===== src/rtl/config_pkg.sv =====
// Shared constants for the fabric configuration path: tile feature IDs, idle bus address, sequencer states.
package config_pkg;

    localparam int FEATURE_CLB = 4;
    localparam int FEATURE_CB1 = 5;
    localparam int FEATURE_CB0 = 6;
    localparam int FEATURE_SB  = 7;

    localparam logic [31:0] CONFIG_IDLE_ADDR = 32'h0000_0000;

    typedef logic [1:0] state_t;
    localparam state_t ST_IDLE  = 2'd0;
    localparam state_t ST_DRIVE = 2'd1;
    localparam state_t ST_GAP   = 2'd2;
    localparam state_t ST_DONE  = 2'd3;

    function automatic logic feature_legal(input logic [15:0] feature,
                                           input logic [15:0] lo,
                                           input logic [15:0] hi);
        return (feature >= lo) && (feature <= hi);
    endfunction

endpackage


===== src/rtl/config_fifo.sv =====
// Purpose: synchronous FIFO holding {last, addr, data} host words.
// Latency: a pushed word is visible on dout the cycle after the push edge.
// Backpressure: full blocks push; no bypass, so a full FIFO ignores push even on a pop cycle.
module config_fifo #(
    parameter int DEPTH = 4,
    parameter int WIDTH = 65
) (
    input  logic             clk,
    input  logic             reset,
    input  logic             push,
    input  logic             pop,
    input  logic [WIDTH-1:0] din,
    output logic             full,
    output logic             empty,
    output logic [WIDTH-1:0] dout
);

    localparam int AW = $clog2(DEPTH);

    logic [AW:0]      wr_ptr;
    logic [AW:0]      rd_ptr;
    logic [WIDTH-1:0] mem [DEPTH];
    logic             do_push;
    logic             do_pop;

    assign empty   = (wr_ptr == rd_ptr);
    assign full    = (wr_ptr[AW] != rd_ptr[AW]) && (wr_ptr[AW-1:0] == rd_ptr[AW-1:0]);
    assign do_push = push && !full;
    assign do_pop  = pop && !empty;
    assign dout    = mem[rd_ptr[AW-1:0]];

    always_ff @(posedge clk or negedge reset) begin
        if (!reset) begin
            wr_ptr <= '0;
            rd_ptr <= '0;
        end else begin
            if (do_push) wr_ptr <= wr_ptr + 1'b1;
            if (do_pop)  rd_ptr <= rd_ptr + 1'b1;
        end
    end

    always_ff @(posedge clk) begin
        if (do_push) mem[wr_ptr[AW-1:0]] <= din;
    end

endmodule


===== src/rtl/config_sequencer.sv =====
// Purpose: drains buffered host config words onto the fabric config bus, one filtered write per slot.
// Latency: word accepted at edge E into an empty FIFO is on the bus from E+1 to E+2.
// Backpressure: in_ready = !fifo_full; one pop per 1+GAP_CYCLES cycles drains the FIFO.
module config_sequencer
    import config_pkg::*;
#(
    parameter int FIFO_DEPTH  = 4,
    parameter int GAP_CYCLES  = 1,
    parameter int MIN_FEATURE = FEATURE_CLB,
    parameter int MAX_FEATURE = FEATURE_SB
) (
    input  logic        clk,
    input  logic        reset,
    input  logic        in_valid,
    output logic        in_ready,
    input  logic [31:0] in_addr,
    input  logic [31:0] in_data,
    input  logic        in_last,
    output logic [31:0] config_addr,
    output logic [31:0] config_data,
    output logic        fabric_run,
    output logic        config_done,
    output logic        config_err,
    output logic [15:0] word_count
);

    localparam logic [3:0] GAP_LOAD = 4'(GAP_CYCLES - 1);

    logic        fifo_full;
    logic        fifo_empty;
    logic        fifo_pop;
    logic [64:0] fifo_dout;

    state_t      state;
    logic [3:0]  gap_cnt;
    logic        last_q;
    logic        start_pending;
    logic        slot_end;
    logic        head_legal;
    logic        bs_start;

    config_fifo #(
        .DEPTH (FIFO_DEPTH),
        .WIDTH (65)
    ) u_fifo (
        .clk   (clk),
        .reset (reset),
        .push  (in_valid),
        .pop   (fifo_pop),
        .din   ({in_last, in_addr, in_data}),
        .full  (fifo_full),
        .empty (fifo_empty),
        .dout  (fifo_dout)
    );

    assign in_ready    = !fifo_full;
    assign config_done = (state == ST_DONE);

    // The final cycle of a slot pops the next word directly so writes stay 1+GAP_CYCLES apart.
    assign slot_end   = ((state == ST_DRIVE) && (GAP_CYCLES == 0)) ||
                        ((state == ST_GAP) && (gap_cnt == 4'd0));
    assign fifo_pop   = !fifo_empty && ((state == ST_IDLE) || (slot_end && !last_q));
    assign head_legal = feature_legal(fifo_dout[63:48], 16'(MIN_FEATURE), 16'(MAX_FEATURE));
    assign bs_start   = fifo_pop && start_pending;

    always_ff @(posedge clk or negedge reset) begin
        if (!reset) begin
            state         <= ST_IDLE;
            gap_cnt       <= '0;
            last_q        <= 1'b0;
            start_pending <= 1'b1;
            config_addr   <= CONFIG_IDLE_ADDR;
            config_data   <= '0;
            fabric_run    <= 1'b0;
            config_err    <= 1'b0;
            word_count    <= '0;
        end else begin
            config_addr <= CONFIG_IDLE_ADDR;
            config_data <= '0;

            case (state)
                ST_DRIVE: begin
                    if (GAP_CYCLES != 0) begin
                        state   <= ST_GAP;
                        gap_cnt <= GAP_LOAD;
                    end
                end
                ST_GAP: begin
                    if (gap_cnt != 4'd0) gap_cnt <= gap_cnt - 4'd1;
                end
                default: state <= ST_IDLE;
            endcase

            if (slot_end) begin
                if (last_q) begin
                    state         <= ST_DONE;
                    fabric_run    <= 1'b1;
                    start_pending <= 1'b1;
                end else begin
                    state <= ST_IDLE;
                end
            end

            // Dropped words still take a full slot and still honour last.
            if (fifo_pop) begin
                state  <= ST_DRIVE;
                last_q <= fifo_dout[64];
                if (head_legal) begin
                    config_addr <= fifo_dout[63:32];
                    config_data <= fifo_dout[31:0];
                end else begin
                    config_err <= 1'b1;
                end
                if (bs_start) begin
                    fabric_run    <= 1'b0;
                    start_pending <= 1'b0;
                    word_count    <= head_legal ? 16'd1 : 16'd0;
                end else if (head_legal && (word_count != 16'hFFFF)) begin
                    word_count <= word_count + 16'd1;
                end
            end
        end
    end

endmodule


===== config.mk =====
export PLATFORM = sky130hd
export DESIGN_NAME = config_sequencer
export DESIGN_NICKNAME = d
export VERILOG_FILES = /design/src/rtl/config_pkg.sv /design/src/rtl/config_fifo.sv /design/src/rtl/config_sequencer.sv
export SDC_FILE = /design/constraint.sdc
export NUM_CORES = 1
export LEC_CHECK = 0
export ABC_AREA = 1
export CAP_MARGIN = 0
export CORE_UTILIZATION = 51
export CTS_BUF_LIST = sky130_fd_sc_hd__clkbuf_8 sky130_fd_sc_hd__clkbuf_16
export DETAILED_ROUTE_END_ITERATION = 8
export HOLD_SLACK_MARGIN = 0.1
export PLACE_DENSITY = 0.87
export SLEW_MARGIN = 40
export SYNTH_ARGS = -nofsm -noshare
export SYNTH_HDL_FRONTEND = slang
export SYNTH_HIERARCHICAL = 1
export SYNTH_SLANG_ARGS = --single-unit

===== constraint.sdc =====
create_clock -name clk -period 4.45 [get_ports clk]
set_clock_uncertainty 0.15 [all_clocks]
set_input_delay 0.445 -clock clk [delete_from_list [all_inputs] [get_ports clk]]
set_output_delay 0.445 -clock clk [all_outputs]
set_load 0.01 [all_outputs]

Word level (Yosys, flattened, before mapping)

Memories as Yosys holds them, arrays and structs flattened.
Cells that the tools add are included.

Input bits: 68
Output and inout bits: 84
Word-level logic and storage cells: 72
Memories kept: 1
Register bits: 96
Memory bits (writable): 260

Memories:

| memory     | words | width | read ports | clocked after memory_dff | write ports | RTL line          | source |
|---|---|---|---|---|---|---|---|
| u_fifo.mem | 4     | 65    | 1          | 0                        | 1           | config_fifo.sv:22 | `logic [WIDTH-1:0] mem [DEPTH];` |

Bitwise logic cells: 1
Equality and inequality tests: 9
Multiplexer cells: 23
Add/sub/neg operators: 4
Reductions and logical operators: 21
Magnitude comparators: 2

Operators by type and width:

| operator                                                                             | count |
|---|---|
| 32-bit 2-to-1 mux                                                                    | 4 |
| 16-bit 2-to-1 mux                                                                    | 2 |
| 16-bit by 1-bit adder with 16-bit output, second input constant                      | 1 |
| 16-bit by 3-bit greater-or-equal comparator with 1-bit output, second input constant | 1 |
| 16-bit by 3-bit less-or-equal comparator with 1-bit output, second input constant    | 1 |
| 16-bit inequality test, second input constant                                        | 1 |
| 1-bit 2-to-1 mux                                                                     | 11 |
| 1-bit logical AND                                                                    | 9 |
| 4-bit one-hot mux with 2 select lines                                                | 1 |
| 3-bit by 1-bit adder with 3-bit output, second input constant                        | 2 |
| 2-bit 2-to-1 mux                                                                     | 3 |
| 2-bit AND reduction                                                                  | 3 |
| 2-bit == test, second input constant                                                 | 2 |
| 4-bit zero test                                                                      | 1 |
| 4-bit 2-to-1 mux                                                                     | 1 |
| 2-bit one-hot mux with 2 select lines                                                | 1 |
| 2-bit nonzero test                                                                   | 2 |
| 4-bit nonzero test                                                                   | 1 |
| 4-bit by 1-bit subtractor with 4-bit output, second input constant                   | 1 |
| 3-bit == test                                                                        | 1 |
| 1-bit zero test                                                                      | 3 |
| 3-bit inequality test, second input constant                                         | 1 |
| 2-bit by 1-bit == test with 1-bit output, second input constant                      | 1 |
| 2-bit == test                                                                        | 1 |
| other kinds (5)                                                                      | 5 |

Logic depth before layout (Yosys ltp)

Gate-level depths: netlist (run 1).

Depth in word-level cells: 8
Depth in mapped cells: 15
Mapped depth without buffers: 12

Modules after synthesis

The synthesis (run 1) kept the hierarchy.

Modules (own cells, without submodules):

| module           | instances | area an instance (µm²) | sequential area each (µm²) | cells an instance |
|---|---|---|---|---|
| config_fifo      | 1         | 10,375.0               | 7,957.6                    | 689 |
| config_sequencer | 1         | 3,768.6                | 2,253.4                    | 419 |

Worst setup path after synthesis (run 1)

Ideal clock, no wire load.

Path type: register to register
From: register u_fifo.rd_ptr[0]
To: memory u_fifo.mem[0][0] (enable)
Stages on the path, launching flop included: 6
Arrival time: 3.660 ns
Data required time: 3.812 ns
Period minus slack after synthesis: 4.298 ns
Library setup time: 0.488 ns
Path buffers: 1
Setup slack: 0.152 ns
Cells stage by stage: dfrtp_1 > buf_6 > xnor2_2 > nand3_2 > nand2_2 > nor2_1

Word-level cells in the longest chain between the ends: 6

RTL lines:

| element                                | RTL line          | source |
|---|---|---|
| from (decl)                            | config_fifo.sv:21 | `logic [AW:0] rd_ptr;` |
| from (signal assigned)                 | config_fifo.sv:38 | `if (do_pop) rd_ptr <= rd_ptr + 1'b1;` |
| 2-bit == test                          | config_fifo.sv:27 | `assign full = (wr_ptr[AW] != rd_ptr[AW]) && (wr_ptr[AW-1:0] == rd_ptr[AW-1:0]);` |
| 1-bit logical AND                      | config_fifo.sv:27 |  |
| 1-bit zero test                        | config_fifo.sv:28 | `assign do_push = push && !full;` |
| 1-bit logical AND                      | config_fifo.sv:28 |  |
| 1-bit 2-to-1 mux                       | config_fifo.sv:43 | `if (do_push) mem[wr_ptr[AW-1:0]] <= din;` |
| 1-bit 2-to-1 mux (not written as such) | config_fifo.sv:43 |  |
| to (decl)                              | config_fifo.sv:22 |  |

Every way passes these cells.

Worst setup path after layout (run 1)

From: register u_fifo.rd_ptr[1]
To: output in_ready

Word-level cells in the longest chain between the ends: 3

RTL lines:

| element           | RTL line               | source |
|---|---|---|
| 2-bit == test     | config_fifo.sv:27      |  |
| 1-bit logical AND | config_fifo.sv:27      |  |
| via fifo_full     | config_sequencer.sv:29 | `logic fifo_full;` |
| 1-bit zero test   | config_sequencer.sv:56 | `assign in_ready = !fifo_full;` |
| to (decl)         | config_sequencer.sv:15 | `output logic in_ready,` |

The timed path passes the listed nets, and every way through them passes these cells.

==> results.md, run 1 <==
- CP required: 3.86 ns
- Die W: 169 um
- Post-cts resize count: 0
- Worst-path clk slew: 0.06 ns
- Violation count after the first detailed-route iteration: 706
- Gpl congestion: 0.814
- Syn_area_per_cell: 12.8 sq um
- Tightest Hold Check Type: input port to async pin
- Static Leak: 6.65 nW
- Final period util: 71.6%
- Register area share after synthesis: 72.2%
- Die area: 28400 sq um
- Slew @ Worst Pin: 0.750 ns
- Pwr dens: 586 nW/um^2
- Vias in the first global route: 8860
- Outcome: finished clean
- Most common cell after layout, fill and taps aside: edfxtp_1
- Layout cells sized above 1: 10.4%
- Final wirelength: 29.2 mm
- Total GRT Usage: 21.1%
- Final Max Tran Viols: 0
- Top_reg_cell synth: edfxtp_1
- Hold Slack: 0.357 ns
- Worst reg-to-reg setup slack: 1.40 ns
- Global-route wire length before repair: 46.3 mm
- Post-DP HPWL: 17.0 mm
- Max-cap violations: 0
- Multi-input logic area: 3300 sq um
- Max transition margin: 50.0%
- Post-route DRC: 0
- Initial antenna violation count: 1
- Worst setup path class: register to output pin
- Ys Warns: 6
- Number of library cell types mapped by synthesis: 34
- EDFF count, synth: 260
- Largest cells by area after synthesis: edfxtp_1 55%, dfrtp_1 17%, nor2_1 5.4%
- Via/cell ratio: 5.31
- Worst r2r path cells: 10
- Critical Path AT: 2.59 ns
- H-tree Lvls: 2
- Mapped Area: 14100 sq um
- P&R area growth vs syn: 21.1%
- CTS root buffer: clkbuf_16
- Clock Sink Count: 356
- FF/Latch Area: 10200 sq um
- Setup violations, final: 0
- Filler cells: 1974
- Initial core utilization: 52.2%
- Setup TNS: 0 ns
- Drt pass-1 iters: 5
- Final min period: 3.19 ns
- Worst-case vdd ir drop: 0.000453 V
- Ys async rst share: 27.0%
- Count of input and output buffers: 151
- Later-pin clock latency in the skew report: 0.51 ns
- Hold Buf Count CTS: 1
- RSZ-0062 raised after global routing: false
- DR WL/cell: 17.5 um
- Core outline area: 27100 sq um
- Worst r2r src: u_fifo/rd_ptr[0]$_DFFE_PN0P_
- Highest clock rate: 314 MHz
- # IOs: 152
- # nets final: 1348
- Setup repair bufs after CTS: 0
- Overflow after GRT: 0
- CTS tree: done
- CTS Buffer Depth: 3
- Synthesized flop and latch total: 356
- Final ANT Viol Nets: 0
- Final Hold Fails: 0
- Most frequent cells in the layout: 260 x edfxtp_1, 201 x nor2_1, 150 x clkdlybuf4s50_1
- Via count: 8877
- Num rows: 60
- Pin count of the biggest net entering global routing: 101
- Worst R2R End: config_data[12]$_DFF_PN0_
- Synth area leader: edfxtp_1
- Type of origin of the critical path: register
- Share of Yosys cell area claimed by the top area cell type: 55.2%
- Cell count after synthesis: 1108
- Die height: 169 um
- Critical Path Sink Type: output pin
- CTS Buf Count: 36
- CP max FO: 42
==> cell type report <==
cell class,count,share of cell area (%)
antenna,2,0.0292
clock buffer,40,5.65
clock inverter,25,0.855
inverter,95,2.15
multi-input combinational,619,19.3
sequential,356,59.6
tap,372,2.72
timing repair buffer,164,9.71
==> kinds of logic (layout without fill, tap and decap cells) <==
logic type | Yosys count | after routing | share of synthesized area, %
simple gates | 377 | 377 | 12.2
flops | 356 | 356 | 72.2
compound gates | 206 | 206 | 8.91
buf+inv | 145 | 324 | 4.95
xor+xnor | 15 | 15 | 0.982
fa+ha+maj | 8 | 8 | 0.708
other cells | 1 | 15 | 0.0265
==> synthesized netlist by cell type (11+ instances only) <==
cell and n:
o21ai_0 103, o22ai_2 20, dfrtp_1 95, buf_2 22, xor2_1 11, edfxtp_1 260, nand2_1 95, clkbuf_1 16
nand3_1 34, nor2_4 23, o21ai_1 30, o22ai_1 47, nor2_1 204, inv_1 87
==> layer usage <==
| layer | part of all wire [%] | wire length (um) | vias to the layer above | GRT usage (%) |
|---|---|---|---|---|
| met5 | 0 | 0 | - | 0 |
| met4 | 2.4 | 707 | 0 | 7.08 |
| met3 | 6.7 | 1960 | 59 | 4.79 |
| met2 | 50 | 14600 | 297 | 36.4 |
| met1 | 41 | 11900 | 4365 | 26.5 |
| li1 | - | - | 4156 | - |
==> state kept, by name, summed over array words and instances, names as in the netlist, 2 cells and up <==
register,flops
word_count,16
state,2
u_fifo/wr_ptr,3
config_addr,32
u_fifo/rd_ptr,3
gap_cnt,4
u_fifo/mem,260
config_data,32
==> metrics by stage <==
step / cell area [sq um] / utilization [%] / total power [mW] / setup WS, ns / std cells
floorplan: 14200 / - / 6.57 / 0.152 / 1120
global placement: 16000 / 59.0 / 7.15 / 1.36 / 1605
detailed placement: 16000 / 59.0 / 7.28 / 1.44 / 1605
CTS: 17100 / 63.2 / 10.1 / 1.26 / 1671
global route: 17100 / 63.2 / 10.6 / 1.11 / 1671
finish: 17100 / 63.2 / 10.0 / 1.26 / 1673
==> worst max-delay path, cell delays in order, from the launching register on <==
cell             delay [ns]
dfrtp_2                0.37
clkinv_2               0.56
nand2_1                0.22
nand2_1                0.11
nand3_2                0.17
inv_2                  0.04
inv_1                  0.08
clkdlybuf4s50_1        0.54
==> worst max path at each step <==
stage	startpoint	to	slack, ns
after detailed placement	u_fifo/rd_ptr[0]$_DFFE_PN0P_	config_data[7]$_DFF_PN0_	1.44
after global routing	u_fifo/rd_ptr[1]$_DFFE_PN0P_	in_ready	1.11
final	u_fifo/rd_ptr[1]$_DFFE_PN0P_	in_ready	1.26
after global placement	u_fifo/rd_ptr[0]$_DFFE_PN0P_	config_data[30]$_DFF_PN0_	1.36
after floorplan	u_fifo/rd_ptr[0]$_DFFE_PN0P_	u_fifo/mem[0][0]$_DFFE_PP_	0.15
after CTS	u_fifo/rd_ptr[1]$_DFFE_PN0P_	in_ready	1.26
==> where the power goes <==
| part | internal (mW) | total, mW | switching, mW | leakage [nW] |
|---|---|---|---|---|
| sequential | 4.20 | 4.41 | 0.210 | 3.66 |
| combinational | 0.871 | 2.83 | 1.96 | 2.39 |
| clock | 1.62 | 2.79 | 1.17 | 0.599 |
No activity file was read; power rests on OpenSTA's default activity.
==> inputs of run 2 (changes only) <==
--- a/config.mk
+++ b/config.mk
@@ -7,11 +7,11 @@
 export LEC_CHECK = 0
 export ABC_AREA = 1
 export CAP_MARGIN = 0
-export CORE_UTILIZATION = 51
+export CORE_UTILIZATION = 56
 export CTS_BUF_LIST = sky130_fd_sc_hd__clkbuf_8 sky130_fd_sc_hd__clkbuf_16
 export DETAILED_ROUTE_END_ITERATION = 8
 export HOLD_SLACK_MARGIN = 0.1
-export PLACE_DENSITY = 0.87
+export PLACE_DENSITY = 0.9
 export SLEW_MARGIN = 40
 export SYNTH_ARGS = -nofsm -noshare
 export SYNTH_HDL_FRONTEND = slang
==> constraint.sdc (replaced) <==
create_clock -name clk -period 3.25 [get_ports clk]
set_clock_uncertainty 0.15 [all_clocks]
set_input_delay 0.325 -clock clk [delete_from_list [all_inputs] [get_ports clk]]
set_output_delay 0.325 -clock clk [all_outputs]
set_load 0.01 [all_outputs]
==> run 2 against run 1 <==
Design area is 0.10% higher. Cell count is 2.6% lower. Hold slack worse by 0.11 ns. Wire length is 0.90% higher. Sequential power is 38% higher. Clock power is 45% higher. Critical endpoint unchanged. Largest power group unchanged.
==> results.md, run 2 (synthesis results as in run 1) <==
- Switch Pwr: 4.62 mW (+38%)
- Filler cells: 1607 (-19%)
- Type of origin of the critical path: register
- Setup violations, final: 0 (unchanged)
- Post-cts resize count: 0 (unchanged)
- CP required: 2.77 ns (-1.09 ns)
- Slew @ Worst Pin: 0.712 ns (-0.0375 ns)
- Final Max Tran Viols: 0 (unchanged)
- Tightest Hold Check Type: input port to async pin
- Die height: 161 um (-4.5%)
- Later-pin clock latency in the skew report: 0.52 ns (about the same)
- DR WL/cell: 18.1 um (+3.6%)
- Sequential group share of total power: 43.6% (-0.3 points)
- Vias in the first global route: 9229 (+4.2%)
- Most common cell after layout, fill and taps aside: edfxtp_1
- Static Leak: 6.68 nW (+0.38%)
- Comb power frac: 27.5% (-0.7 points)
- Die W: 161 um (-4.5%)
- Final ANT Viol Nets: 0 (unchanged)
- Core outline area: 24500 sq um (-9.5%)
- Worst r2r src: u_fifo/rd_ptr[0]$_DFFE_PN0P_
- Clock Sink Count: 356 (unchanged)
- Worst-path clk slew: 0.06 ns (about the same)
- Critical Path AT: 2.34 ns (-0.25 ns)
- Via count: 9002 (+1.4%)
- H-tree Lvls: 2 (unchanged)
- Setup repair bufs after CTS: 0 (unchanged)
- Max-cap violations: 0 (unchanged)
- Count of input and output buffers: 151 (unchanged)
- # IOs: 152 (unchanged)
- P&R area growth vs syn: 21.2%
- Highest clock rate: 355 MHz
- Final wirelength: 29.5 mm (+0.90%)
- Num rows: 57 (-5.0%)
- Pin count of the biggest net entering global routing: 66 (-35%)
- Worst-case vdd ir drop: 0.000673 V (+49%)
- CTS root buffer: clkbuf_16
- Overflow after GRT: 0 (unchanged)
- # nets final: 1353 (+0.37%)
- Critical Path Sink Type: output pin
- Initial core utilization: 57.6% (+5.5 points)
- Drt pass-1 iters: 5 (unchanged)
- Post-Place Setup Slack: 0.539 ns (-0.904 ns)
- Worst setup path class: register to output pin
- CP max FO: 60 (+43%)
- Net Sw Frac: 33.1% (-0.25 points)
- CTS tree: done
- Final Hold Fails: 0 (unchanged)
- Via/cell ratio: 5.52 (+4.1%)
- Gpl congestion: 0.867 (+6.5%)
- Worst r2r path cells: 10 (unchanged)
- Internal power: 9.35 mW (+40%)
- Global-route wire length before repair: 46.9 mm (+1.1%)
- RSZ-0062 raised after global routing: false
- Total GRT Usage: 23.3% (+2.2 points)
- Hold Buf Count CTS: 1 (unchanged)
- Area after DPL: 16000 sq um (-0.27%)
- Outcome: finished clean
- Worst R2R End: config_data[25]$_DFF_PN0_
- Most frequent cells in the layout: 260 x edfxtp_1, 201 x nor2_1, 150 x clkdlybuf4s50_1
- Die area: 25900 sq um (-8.8%)
- Violation count after the first detailed-route iteration: 939 (+33%)
- Final min period: 2.82 ns
- Final WS setup: 0.430 ns (-0.833 ns)
- Max reg flops: 260 (unchanged)
- Fin area: 17100 sq um (+0.10%)
- Max transition margin: 52.5% (+2.5 points)
- Post-route DRC: 0 (unchanged)
- Clk pwr share: 28.9% (+1.1 points)
- Final period util: 86.8%
- Layout cells sized above 1: 11.0% (+0.65 points)
- CTS Buf Count: 35 (-2.8%)
- Worst reg-to-reg setup slack: 0.45 ns (-0.95 ns)
- Pwr dens: 815 nW/um^2 (+39%)
- Post-DP HPWL: 17.3 mm (+2.0%)
- CTS Buffer Depth: 3 (unchanged)
- Final core occ: 69.9% (+6.7 points)
- Initial antenna violation count: 2 (+1)
-- run 2: how the worst max path moves through the flow --
stage,to,slack (ns),startpoint
finish,in_ready,0.43,u_fifo/rd_ptr[0]$_DFFE_PN0P_
global route,config_data[25]$_DFF_PN0_,0.13,u_fifo/rd_ptr[0]$_DFFE_PN0P_
CTS,in_ready,0.41,u_fifo/rd_ptr[0]$_DFFE_PN0P_
detailed placement,config_addr[14]$_DFF_PN0_,0.54,u_fifo/rd_ptr[0]$_DFFE_PN0P_
global placement,config_data[26]$_DFF_PN0_,0.47,u_fifo/rd_ptr[0]$_DFFE_PN0P_
floorplan,u_fifo/mem[0][0]$_DFFE_PP_,-1.05,u_fifo/rd_ptr[0]$_DFFE_PN0P_
-- run 2: power groups by stage --
| stage | Combinational (mW) | Sequential (mW) | Clock (mW) |
|---|---|---|---|
| 2_1_floorplan | 2.91 | 6.09 | 0 |
| 3_3_place_gp | 3.60 | 6.14 | 0 |
| 3_5_place_dp | 3.77 | 6.18 | 0 |
| 4_1_cts | 3.82 | 6.10 | 4.09 |
| 5_1_grt | 4.25 | 6.17 | 4.30 |
| 6_report | 3.84 | 6.10 | 4.04 |
-- run 2: layout make-up --
class                   instances  area (sq um)  share of cell area [%]
diodes                          2          5.00                  0.0292
clock buffers                  42           983                    5.73
clock inverters                22           190                    1.11
inverters                      95           365                    2.13
multi-input cells             619          3300                    19.2
flip-flops and latches        356         10200                    59.6
well taps                     324           405                    2.36
repair buffers                170          1680                    9.81
-- run 2: routing by layer --
metal  global-route usage, %  part of all wire (%)  vias up
met1                    29.4                    40     4428
li1                        -                     -     4158
met4                    9.31                   2.9        0
met3                    5.09                   6.8       78
met5                       0                     0        -
met2                    39.3                    50      338
-- run 2: metrics by stage --
| step | hold WS [ns] | power, mW | setup TNS, ns | cells |
|---|---|---|---|---|
| 2_1_floorplan | -0.121 | 9.00 | -204.34 | 1120 |
| 3_3_place_gp | 0.323 | 9.75 | 0 | 1563 |
| 3_5_place_dp | 0.331 | 9.95 | 0 | 1563 |
| 4_1_cts | 0.273 | 14.0 | 0 | 1628 |
| 5_1_grt | 0.276 | 14.7 | 0 | 1629 |
| 6_report | 0.251 | 14.0 | 0 | 1630 |
-- run 2: critical path, stage by stage (launching register included) --
cell             delay, ns
dfrtp_4               0.85
xnor2_2               0.21
nand3_2               0.18
inv_2                 0.08
inv_1                 0.04
clkdlybuf4s50_1       0.46
